File: src/rtl/lvds_capture_packer.sv
// LVDS capture stage: registers the lanes, qualifies samples by strobe mode,
// packs PACK samples per word and queues the words in a show-ahead FIFO.
module lvds_capture_packer #(
    parameter int LVDS_LEN   = 8,
    parameter int PACK       = 4,
    parameter int FIFO_DEPTH = 16,
    parameter int CNT_W      = 32
) (
    input  logic                            Clock,
    input  logic                            Reset_n,
    input  logic                            Enable,
    input  logic                            Clear,
    input  logic [1:0]                      Mode,
    input  logic [LVDS_LEN-1:0]             DataIN,
    input  logic                            StrobIN,
    output logic [LVDS_LEN*PACK-1:0]        DataOUT,
    output logic                            ValidOUT,
    input  logic                            ReadyIN,
    output logic                            Overflow,
    output logic [$clog2(FIFO_DEPTH):0]     Level,
    output logic [CNT_W-1:0]                SampleCnt
);

    localparam int WORD_W = LVDS_LEN * PACK;
    localparam int AW     = $clog2(FIFO_DEPTH);
    localparam int IDX_W  = (PACK > 1) ? $clog2(PACK) : 1;

    localparam logic [IDX_W-1:0] IDX_LAST   = IDX_W'(PACK - 1);
    localparam logic [IDX_W-1:0] IDX_ONE    = IDX_W'(1);
    localparam logic [AW:0]      LEVEL_FULL = (AW + 1)'(FIFO_DEPTH);
    localparam logic [AW:0]      LEVEL_ONE  = (AW + 1)'(1);
    localparam logic [AW:0]      LEVEL_ZERO = (AW + 1)'(0);
    localparam logic [AW-1:0]    PTR_ONE    = AW'(1);
    localparam logic [CNT_W-1:0] CNT_ONE    = CNT_W'(1);

    logic [LVDS_LEN-1:0] d_r_q,      d_r_d;
    logic                s_r_q,      s_r_d;
    logic                s_prev_q,   s_prev_d;
    logic [IDX_W-1:0]    idx_q,      idx_d;
    logic [WORD_W-1:0]   pack_q,     pack_d;
    logic [AW-1:0]       wr_ptr_q,   wr_ptr_d;
    logic [AW-1:0]       rd_ptr_q,   rd_ptr_d;
    logic [AW:0]         level_q,    level_d;
    logic [WORD_W-1:0]   data_out_q, data_out_d;
    logic                valid_q,    valid_d;
    logic                overflow_q, overflow_d;
    logic [CNT_W-1:0]    cnt_q,      cnt_d;

    logic [WORD_W-1:0]   mem_q [FIFO_DEPTH];

    logic                mode_hit_s;
    logic                qual_s;
    logic [WORD_W-1:0]   word_s;
    logic                push_req_s;
    logic                push_ok_s;
    logic                pop_s;

    // Qualification, packing and FIFO next-state logic.
    always_comb begin
        d_r_d    = DataIN;
        s_r_d    = StrobIN;
        s_prev_d = s_r_q;

        case (Mode)
            2'd1:    mode_hit_s = 1'b1;
            2'd2:    mode_hit_s = s_r_q & ~s_prev_q;
            default: mode_hit_s = s_r_q;
        endcase
        qual_s = Enable & mode_hit_s;

        // The word as it stands with the current sample dropped into its slot;
        // when idx is the last slot this is the completed word.
        word_s = pack_q;
        word_s[idx_q*LVDS_LEN +: LVDS_LEN] = d_r_q;

        push_req_s = qual_s & (idx_q == IDX_LAST);
        pop_s      = valid_q & ReadyIN;
        push_ok_s  = push_req_s & ((level_q != LEVEL_FULL) | pop_s);

        if (!Enable) begin
            idx_d = '0;
        end else if (qual_s) begin
            idx_d = (idx_q == IDX_LAST) ? '0 : idx_q + IDX_ONE;
        end else begin
            idx_d = idx_q;
        end

        if (qual_s) begin
            pack_d = word_s;
            cnt_d  = cnt_q + CNT_ONE;
        end else begin
            pack_d = pack_q;
            cnt_d  = cnt_q;
        end

        wr_ptr_d = push_ok_s ? wr_ptr_q + PTR_ONE : wr_ptr_q;
        rd_ptr_d = pop_s     ? rd_ptr_q + PTR_ONE : rd_ptr_q;

        case ({push_ok_s, pop_s})
            2'b10:   level_d = level_q + LEVEL_ONE;
            2'b01:   level_d = level_q - LEVEL_ONE;
            default: level_d = level_q;
        endcase

        // Head after this edge: hold when empty, bypass a word landing in an
        // empty FIFO, otherwise read the entry the read pointer will point at.
        if (level_d == LEVEL_ZERO) begin
            data_out_d = data_out_q;
        end else if (push_ok_s && (level_d == LEVEL_ONE)) begin
            data_out_d = word_s;
        end else begin
            data_out_d = mem_q[rd_ptr_d];
        end

        valid_d    = (level_d != LEVEL_ZERO);
        overflow_d = overflow_q | (push_req_s & ~push_ok_s);
    end

    // State registers; reset and Clear return everything to the idle state.
    always_ff @(posedge Clock) begin
        if (!Reset_n || Clear) begin
            d_r_q      <= '0;
            s_r_q      <= 1'b0;
            s_prev_q   <= 1'b0;
            idx_q      <= '0;
            pack_q     <= '0;
            wr_ptr_q   <= '0;
            rd_ptr_q   <= '0;
            level_q    <= '0;
            data_out_q <= '0;
            valid_q    <= 1'b0;
            overflow_q <= 1'b0;
            cnt_q      <= '0;
        end else begin
            d_r_q      <= d_r_d;
            s_r_q      <= s_r_d;
            s_prev_q   <= s_prev_d;
            idx_q      <= idx_d;
            pack_q     <= pack_d;
            wr_ptr_q   <= wr_ptr_d;
            rd_ptr_q   <= rd_ptr_d;
            level_q    <= level_d;
            data_out_q <= data_out_d;
            valid_q    <= valid_d;
            overflow_q <= overflow_d;
            cnt_q      <= cnt_d;
        end
    end

    // FIFO storage; contents need no reset since the pointers gate every read.
    always_ff @(posedge Clock) begin
        if (Reset_n && !Clear && push_ok_s) begin
            mem_q[wr_ptr_q] <= word_s;
        end
    end

    assign DataOUT   = data_out_q;
    assign ValidOUT  = valid_q;
    assign Overflow  = overflow_q;
    assign Level     = level_q;
    assign SampleCnt = cnt_q;

endmodule

File: config.mk
export PLATFORM = sky130hd
export DESIGN_NAME = lvds_capture_packer
export DESIGN_NICKNAME = d
export VERILOG_FILES = /design/src/rtl/lvds_capture_packer.sv
export SDC_FILE = /design/constraint.sdc
export NUM_CORES = 1
export LEC_CHECK = 0
export CORE_UTILIZATION = 31
export CTS_CLUSTER_DIAMETER = 30
export DETAILED_ROUTE_END_ITERATION = 12
export HOLD_SLACK_MARGIN = 0.03
export PLACE_DENSITY = 0.52
export SYNTH_ARGS = -nofsm -noshare
export SYNTH_HDL_FRONTEND = slang
export SYNTH_SLANG_ARGS = --single-unit
export TNS_END_PERCENT = 5
File: constraint.sdc
create_clock -name Clock -period 4.15 [get_ports Clock]
set_clock_uncertainty 0.05 [all_clocks]
set_input_delay 1.0375 -clock Clock [delete_from_list [all_inputs] [get_ports Clock]]
set_output_delay 1.0375 -clock Clock [all_outputs]
set_load 0.005 [all_outputs]
-- After elaboration in Yosys (flattened, before gate mapping)
Memory sizes are Yosys's and may differ from the RTL's.
Cells that the tools add are included.
- bitwise operators: 11
- reduce and logical (&&, ||, !) cells: 9
- $add $sub $neg: 7
- equality and inequality tests: 7
- muxes and demuxes: 8
- shift operators: 2
- operators with widths (cell ; number):
    negator 5 -> 34 bit ; 1
    variable shift 8 x 34 -> 32 bit, first input constant ; 1
    indexed part select 8 x 34 -> 32 bit ; 1
    adder 32 x 1 -> 32 bit, second input constant ; 1
    bitwise mux 32 bit ; 1
    two-way mux 32 bit ; 1
    case mux 5 bit (2 select lines) ; 1
    adder 4 x 1 -> 4 bit, second input constant ; 2
    bitwise AND 1 bit ; 6
    == test 2 bit, second input constant ; 3
    adder 5 x 1 -> 5 bit, second input constant ; 1
    == test 5 x 1 -> 1 bit, second input constant ; 1
    zero test 5 bit ; 1
    != test 5 bit, second input constant ; 1
    nonzero test 5 bit ; 1
    subtractor 5 x 1 -> 5 bit, second input constant ; 1
    == test 2 x 1 -> 1 bit, second input constant ; 2
    two-way mux 4 bit ; 1
    logical AND 1 bit ; 3
    NOT 1 bit ; 3
    adder 2 x 1 -> 2 bit, second input constant ; 1
    zero test 1 bit ; 2
    two-way mux 1 bit ; 2
    two-way mux 2 bit ; 1
    4 further kinds ; 5
- logic and storage cells: 57
- memories kept: 1
- register bits after elaboration: 123
- bits in writable memories: 512
- input port bits: 16
- memory list (memory ; words ; width ; rd ports ; clocked after memory_dff ; write ports ; line ; RTL):
    mem_q ; 16 ; 32 ; 1 ; 0 ; 1 ; 49 ; logic [WORD_W-1:0] mem_q [FIFO_DEPTH];

-- Depth between registers and ports, before layout
Gate-level depths: netlist of run 1.
- depth after elaboration: 11
- mapped depth: 16

-- Worst setup path after synthesis of run 1
No wires, ideal clock.
- path kind: input to register
- start point: in Mode[0]
- end point: reg data_out_q[30], in the netlist DataOUT[30]
- buffers on the path: 1
- required time: 3981 ps
- data arrival time: 4324 ps
- path slack: -342 ps
- cell stages on the path: 15
- library setup time: 119 ps
- path through: inv_1 ha_1 mux2_4 nor2_1 nor2b_1 a21oi_1 fa_1 a21o_1 a21oi_1 or3_1 and3_4 or4_1 clkbuf_1 nor4b_1 o221a_1
- cells in the longest elaborated chain, start to end: 10
- elaborated cells on any way between the ends: 13
- ends and longest elaborated chain (item ; line ; RTL):
    from (decl) ; 13 ; input logic [1:0] Mode,
    == test 2 bit / == test 2 x 1 -> 1 bit (equally long branches) ; 64 ; case (Mode)
    case mux 1 bit (2 select lines) (*) ; 64 ;
    bitwise AND 1 bit (*) ; 69 ; qual_s = Enable & mode_hit_s;
    bitwise AND 1 bit (*) ; 76 ; push_req_s = qual_s & (idx_q == IDX_LAST);
    bitwise AND 1 bit (*) ; 78 ; push_ok_s = push_req_s & ((level_q != LEVEL_FULL) | pop_s);
    == test 2 x 1 -> 1 bit / == test 2 bit (equally long branches) ; 99 ; case ({push_ok_s, pop_s})
    case mux 5 bit (2 select lines) ; 99 ;
    == test 5 x 1 -> 1 bit ; 109 ; end else if (push_ok_s && (level_d == LEVEL_ONE)) begin
    logical AND 1 bit ; 109 ;
    two-way mux 32 bit ; 109 ;
    to (signal assigned) ; 143 ; data_out_q <= data_out_d;
    to (decl) ; 44 ; logic [WORD_W-1:0] data_out_q, data_out_d;
Every way passes the cells marked *; elsewhere a longest branch is shown, timed or not.
A chain may end at the register's enable or synchronous reset.

-- Worst setup path in the final report of run 1
- start point: in Mode[0]
- end point: reg data_out_q[25], in the netlist DataOUT[25]
Same word-level chain as after synthesis.

==> results of run 1 <==
path summary, 6_finish.rpt:
kind | start | endpoint | slack (ns)
max | Mode[0] | DataOUT[25]$_SDFFE_PP0P_ | 0.16
min | pack_q[9]$_SDFFE_PP0P_ | pack_q[9]$_SDFFE_PP0P_ | 0.40
max reg2reg | idx_q[0]$_SDFFE_PP0P_ | DataOUT[25]$_SDFFE_PP0P_ | 0.65
min reg2reg | pack_q[9]$_SDFFE_PP0P_ | pack_q[9]$_SDFFE_PP0P_ | 0.40
logic make-up after synthesis:
family	count (synthesis)	share of synthesized area, %
flops	635	70.9
compound gates	302	8.23
simple gates	259	5.16
mux	198	11.0
buf+inv	166	2.70
xor+xnor	33	1.15
fa+ha+maj	17	0.875
worst min-delay path, delay by kind of cell (launching register included):
kind	cells	cell delay, ns
flip-flops	1	0.29
buffers and inverters	1	0.05
AO/OA/AOI/OAI	1	0.06
Yosys cell counts (36+ instances only):
cell,number
o21ai_0,74
o22ai_1,63
mux2i_1,129
nor2_1,85
nand2_1,46
inv_1,74
mux4_2,62
clkbuf_1,50
edfxtp_1,512
dfxtp_1,123
nand3_1,36
what timing repair did:
action / 4_1_cts / 5_1_grt
resized for setup: 15 / 10
setup buffers: 6 / 1
endpoints found under the setup margin: 32 / 32
pin swaps: 13 / 8
gates cloned: 3 / 0
where the power goes:
part           switching [mW]  internal, mW
registers             0.00807          6.86
logic                   0.122        0.0551
clock network            3.41          6.85
routing by layer:
layer  up-vias  share of wire, %
met5         -                 0
met4         0               2.4
met3       138               6.6
met2       484                47
met1      7930                44
li1       6847                 -
flip-flops by register name (all words and copies together) (netlist names):
signal / cells
Level: 5
DataOUT: 32
s_prev_d: 1
Overflow: 1
pack_q: 32
d_r_q: 8
SampleCnt: 32
wr_ptr_q: 4
ValidOUT: 1
mem_q: 512
rd_ptr_q: 4
idx_q: 2
s_prev_q: 1
area by class of cell:
| class | instances | area, um2 | area share, % |
|---|---|---|---|
| inverter | 74 | 278 | 0.833 |
| clock buffer | 146 | 3280 | 9.85 |
| timing repair buffer | 231 | 2630 | 7.89 |
| multi-input combinational | 809 | 6890 | 20.7 |
| tap | 1060 | 1330 | 3.98 |
| clock inverter | 85 | 1110 | 3.32 |
| sequential | 635 | 17800 | 53.5 |
per-stage QoR:
step | setup slack (ns) | hold slack (ns) | instance area, um2 | power, mW
3_5_place_dp | -0.983 | 0.395 | 28700 | 7.16
2_1_floorplan | -0.238 | 0.381 | 25200 | 7.07
6_report | 0.158 | 0.402 | 33400 | 17.3
4_1_cts | 0.0457 | 0.405 | 33300 | 17.4
5_1_grt | -0.0255 | 0.426 | 33400 | 17.7
3_3_place_gp | -0.850 | 0.390 | 28700 | 7.15
==> flow_summary.ini, run 1 <==
[status]
status = complete, no violations

[route]
wl_um = 69800
dr_total_vias = 15400
drtIter0Drc = 1306
wl_per_cell_um = 23.0
dr.pass1.iters = 5
via_per_inst = 5.07
drcViolationCount = 0
ant_nets = 0

[finish]
n_fill_cell = 7289
fin_cells = 3040
final_nets = 1905
area_growth_pct = 32.5
final_cell_mix = edfxtp_1, mux2i_1, dfxtp_1, clkbuf_16, buf_4
mostFrequentLayoutCell = edfxtp_1
fin_util_pct = 41.5
antenna_cells = 0
drive_gt1_share_pct = 23.9

[synth]
synth_edf_count = 512
seq_area_frac_synth_pct = 70.9
syn_inst = 1610
synth_area_um2 = 25200
netlist.area_leader.share_pct = 61.1
synth_nets = 1643
avgSynthCellArea_um2 = 15.6
synthFlopType = edfxtp_1
ys_warn_count = 0
synth.largest_area_cell = edfxtp_1
async_reset_ff_share_pct = 0
synth_cell_types = 56
synth-seq-cells = 635
synthTopCellsByArea = edfxtp_1, dfxtp_1, mux4_2

[clock_tree]
root_buffer = clkbuf_16
clockBufferDepth = 3
numCtsBuffers = 121
cts_max_level = 3
clk_pin_slew_ns = 0.05
cts.sinks = 635
cts_tree = yes
postCtsHoldBufs = 0
clk_latency_ns = 0.67

[worst_setup_path]
worstSetupEndpointType = flip-flop
worst-path-buf-inv = 6
reg2reg_depth = 16
crit_family = simple AND/OR/NAND/NOR gates
path_common_cell = buf_4
start_kind = input port
worst-path-stages = 19
critPathMaxFanout = 8
crit_type = in -> reg
cp.arrival_ns = 4.50
max_stage_delay_ns = 0.34
cp.required_ns = 4.66
cp_slowest_cell = or3_4
path_cells = dlygate4sd2_1 > inv_1 > ha_1 > mux2_4 > nor2_4 > nor2b_4 > a21oi_4 > fa_2 > a21o_1 > a21oi_2 > or3_4 > and3_4 > buf_4 > nor4_4 > buf_6 > buf_4 > buf_12 > o21ai_0 > a221oi_1

[global_route]
overflow = 0
grtUsageMet3_pct = 3.90
track_usage_pct = 17.0
grt_max_degree = 67
busiest_layer = met2
grt_pass1_wl_um = 103000
met1_usage_pct = 23.3
antenna_found_initial = 1
grt_pass1_vias = 15700
grtUsageMet2_pct = 26.7

[hold_path]
min_path_cells = 2
hold_path.class = reg -> reg

[run]
drv_cap = 0

[sta]
setup_violations = 0
min_period_over_period_pct = 96.2
hold_viol_final = 0
slew_headroom_pct = 23.7
drv_slew = 0
tightest_slew_ns = 1.14
min_period_ns = 3.99
max_freq_ghz = 0.250
fin_tns_setup_ns = 0

[die]
coreArea_um2 = 80400
initial_core_util_pct = 31.3
io_pins = 87
row_count = 104
dieArea_um2 = 82300
die_w_um = 287
die_y_um = 287

[place]
dp_hpwl_um = 41100
placed_cells = 2799
gp_congestion = 0.778
port_buffers = 86

[power]
powerDensity_nw_per_um2 = 519
leakagePower_nw = 10.8
vdd_drop_max_mv = 0.352
Note: power is estimated with default switching activity, not from simulation.
==> inputs of run 2 (changes only) <==
CORE_UTILIZATION = 55   (was 31)
PLACE_DENSITY = 0.8   (was 0.52)
==> flow_summary.ini, run 2 (synthesis results as in run 1) <==
[power]
leakagePower_nw = 10.5
switching_share_pct = 21.0
p_seq_share_pct = 42.1
vdd_drop_max_mv = 0.508
pwr-share-clk_pct = 56.7
p_switching_mw = 3.42
powerDensity_nw_per_um2 = 510
pwr-share-comb_pct = 1.2
power.internal_mw = 12.9

[worst_setup_path]
reg2reg_setup_slack_ns = 0.59
worstSetupEndpoint = DataOUT[20]$_SDFFE_PP0P_
cp.required_ns = 4.65
startpoint = Mode[0]
reg2reg_to = DataOUT[20]$_SDFFE_PP0P_
cp.arrival_ns = 4.47
crit_type = in -> reg
worstSetupEndpointType = flip-flop
critPathMaxFanout = 8
path_common_cell = buf_4
path_cells = clkbuf_2 > inv_2 > ha_4 > mux2_4 > nor2_4 > nor2b_2 > a21oi_2 > buf_4 > buf_4 > ha_1 > a21oi_1 > a21oi_1 > o21ai_1 > mux2_4 > buf_4 > nor4_4 > buf_6 > buf_4 > buf_16 > o21ai_1 > a221oi_2
max_stage_delay_ns = 0.31
r2r-start = s_prev_q$_SDFF_PP0_
cp_slowest_cell = mux2_4
start_kind = input port
reg2reg_depth = 18

[clock_tree]
clk_pin_slew_ns = 0.05
postCtsHoldBufs = 0
numCtsBuffers = 111
cts.sinks = 635
root_buffer = clkbuf_16
clk_latency_ns = 0.67
cts_max_level = 3
clockBufferDepth = 3
cts_tree = yes

[global_route]
grt_pass1_wl_um = 102000
track_usage_pct = 29.7
antenna_found_initial = 1
grt_max_degree = 67
overflow = 0
grt_pass1_vias = 17000

[sta]
setup_violations = 0
hold_viol_final = 0
fin_hold_ws_ns = 0.406
max_freq_ghz = 0.252
min_period_over_period_pct = 95.8
drv_slew = 0
tightest_slew_ns = 1.28
slew_headroom_pct = 13.9
min_period_ns = 3.97
layout_setup_ws_ns = 0.176

[run]
drv_cap = 0

[finish]
fin_cells = 2553
regMostFlops = mem_q
area_growth_pct = 27.0
final_nets = 1887
drive_gt1_share_pct = 22.9
antenna_cells = 0
mostFrequentLayoutCell = edfxtp_1
largest_reg_flops = 512
final_cell_mix = edfxtp_1, mux2i_1, dfxtp_1

[route]
ant_nets = 0
via_per_inst = 6.37
wl_per_cell_um = 26.9
drcViolationCount = 0
dr.pass1.iters = 6
drtIter0Drc = 1874
dr_total_vias = 16300
wl_um = 68800

[die]
initial_core_util_pct = 55.6
io_pins = 87
die_y_um = 216
die_w_um = 216
row_count = 78
dieArea_um2 = 46600
coreArea_um2 = 45300

[place]
dpl_worst_slack_ns = -0.911
placed_cells = 2331
dp_hpwl_um = 37600
gp_congestion = 0.896
port_buffers = 86

[hold_path]
min_path_cells = 2
hold_path.class = reg -> reg

[status]
status = complete, no violations
==> run 2: changes by cell type in the layout (fill, tap and decap cells not counted), moves of 8 or more <==
| cell | change |
|---|---|
| o21ai_0 | -8 |
| clkbuf_16 | -12 |
| buf_4 | +8 |
| a221oi_2 | +8 |
| a221oi_1 | -8 |
| clkinv_2 | +11 |
| clkinvlp_4 | -12 |
| o21ai_1 | +8 |
| buf_12 | -16 |
==> run 2: worst max-delay path, delay by kind of cell <==
kind	cells	cell delay [ns]
simple gates	3	0.44
mux	2	0.59
fa+ha+maj	2	0.40
compound gates	6	1.01
buf+inv	8	0.99
==> run 2: final cells by class <==
class,count,area (um2)
Clock inverter,74,897
Tap cell,600,751
Multi-Input combinational cell,809,6910
Clock buffer,138,2980
Timing Repair Buffer,223,2330
Inverter,74,278
Sequential cell,635,17800
Fill cell,2651,13300
==> run 2: timing repair <==
item / in CTS / in global routing
gates cloned: 2 / 0
pin swaps: 19 / 8
buffers inserted: 7 / 2
setup endpoints to repair: 33 / 32
resized for setup: 23 / 14
==> run 2: power by group through the flow <==
stage	logic [mW]	clock network (mW)	registers (mW)
after floorplan	0.0860	0	6.98
after detailed placement	0.173	0	6.98
after CTS	0.182	9.27	6.86
after global routing	0.199	9.60	6.86
after global placement	0.165	0	6.98
final	0.189	9.25	6.86
==> run 2: worst min path at each step <==
stage | from | endpoint
floorplan | pack_q[0]$_SDFFE_PP0P_ | pack_q[0]$_SDFFE_PP0P_
finish | pack_q[25]$_SDFFE_PP0P_ | pack_q[25]$_SDFFE_PP0P_
detailed placement | pack_q[20]$_SDFFE_PP0P_ | pack_q[20]$_SDFFE_PP0P_
global route | pack_q[25]$_SDFFE_PP0P_ | pack_q[25]$_SDFFE_PP0P_
global placement | pack_q[22]$_SDFFE_PP0P_ | pack_q[22]$_SDFFE_PP0P_
CTS | pack_q[31]$_SDFFE_PP0P_ | pack_q[31]$_SDFFE_PP0P_
==> run 2: metal layers <==
metal | track usage, % | up-vias | part of all wire [%] | routed length, um
met4 | 14.3 | 0 | 4.7 | 3240
li1 | - | 6807 | - | -
met5 | 0 | - | 0 | 0
met2 | 49.3 | 1071 | 49 | 33900
met3 | 7.29 | 270 | 9.9 | 6800
met1 | 36.6 | 8127 | 36 | 24900
==> run 2: metrics by stage <==
step / util (%) / cell area (um2) / power, mW / setup TNS (ns)
detailed placement: 61.6 / 27900 / 7.16 / -28.44
global placement: 61.6 / 27900 / 7.15 / -23.97
CTS: 70.5 / 31900 / 16.3 / 0
finish: 70.6 / 32000 / 16.3 / 0
global route: 70.6 / 32000 / 16.7 / -0.179
floorplan: - / 25200 / 7.07 / -34.25
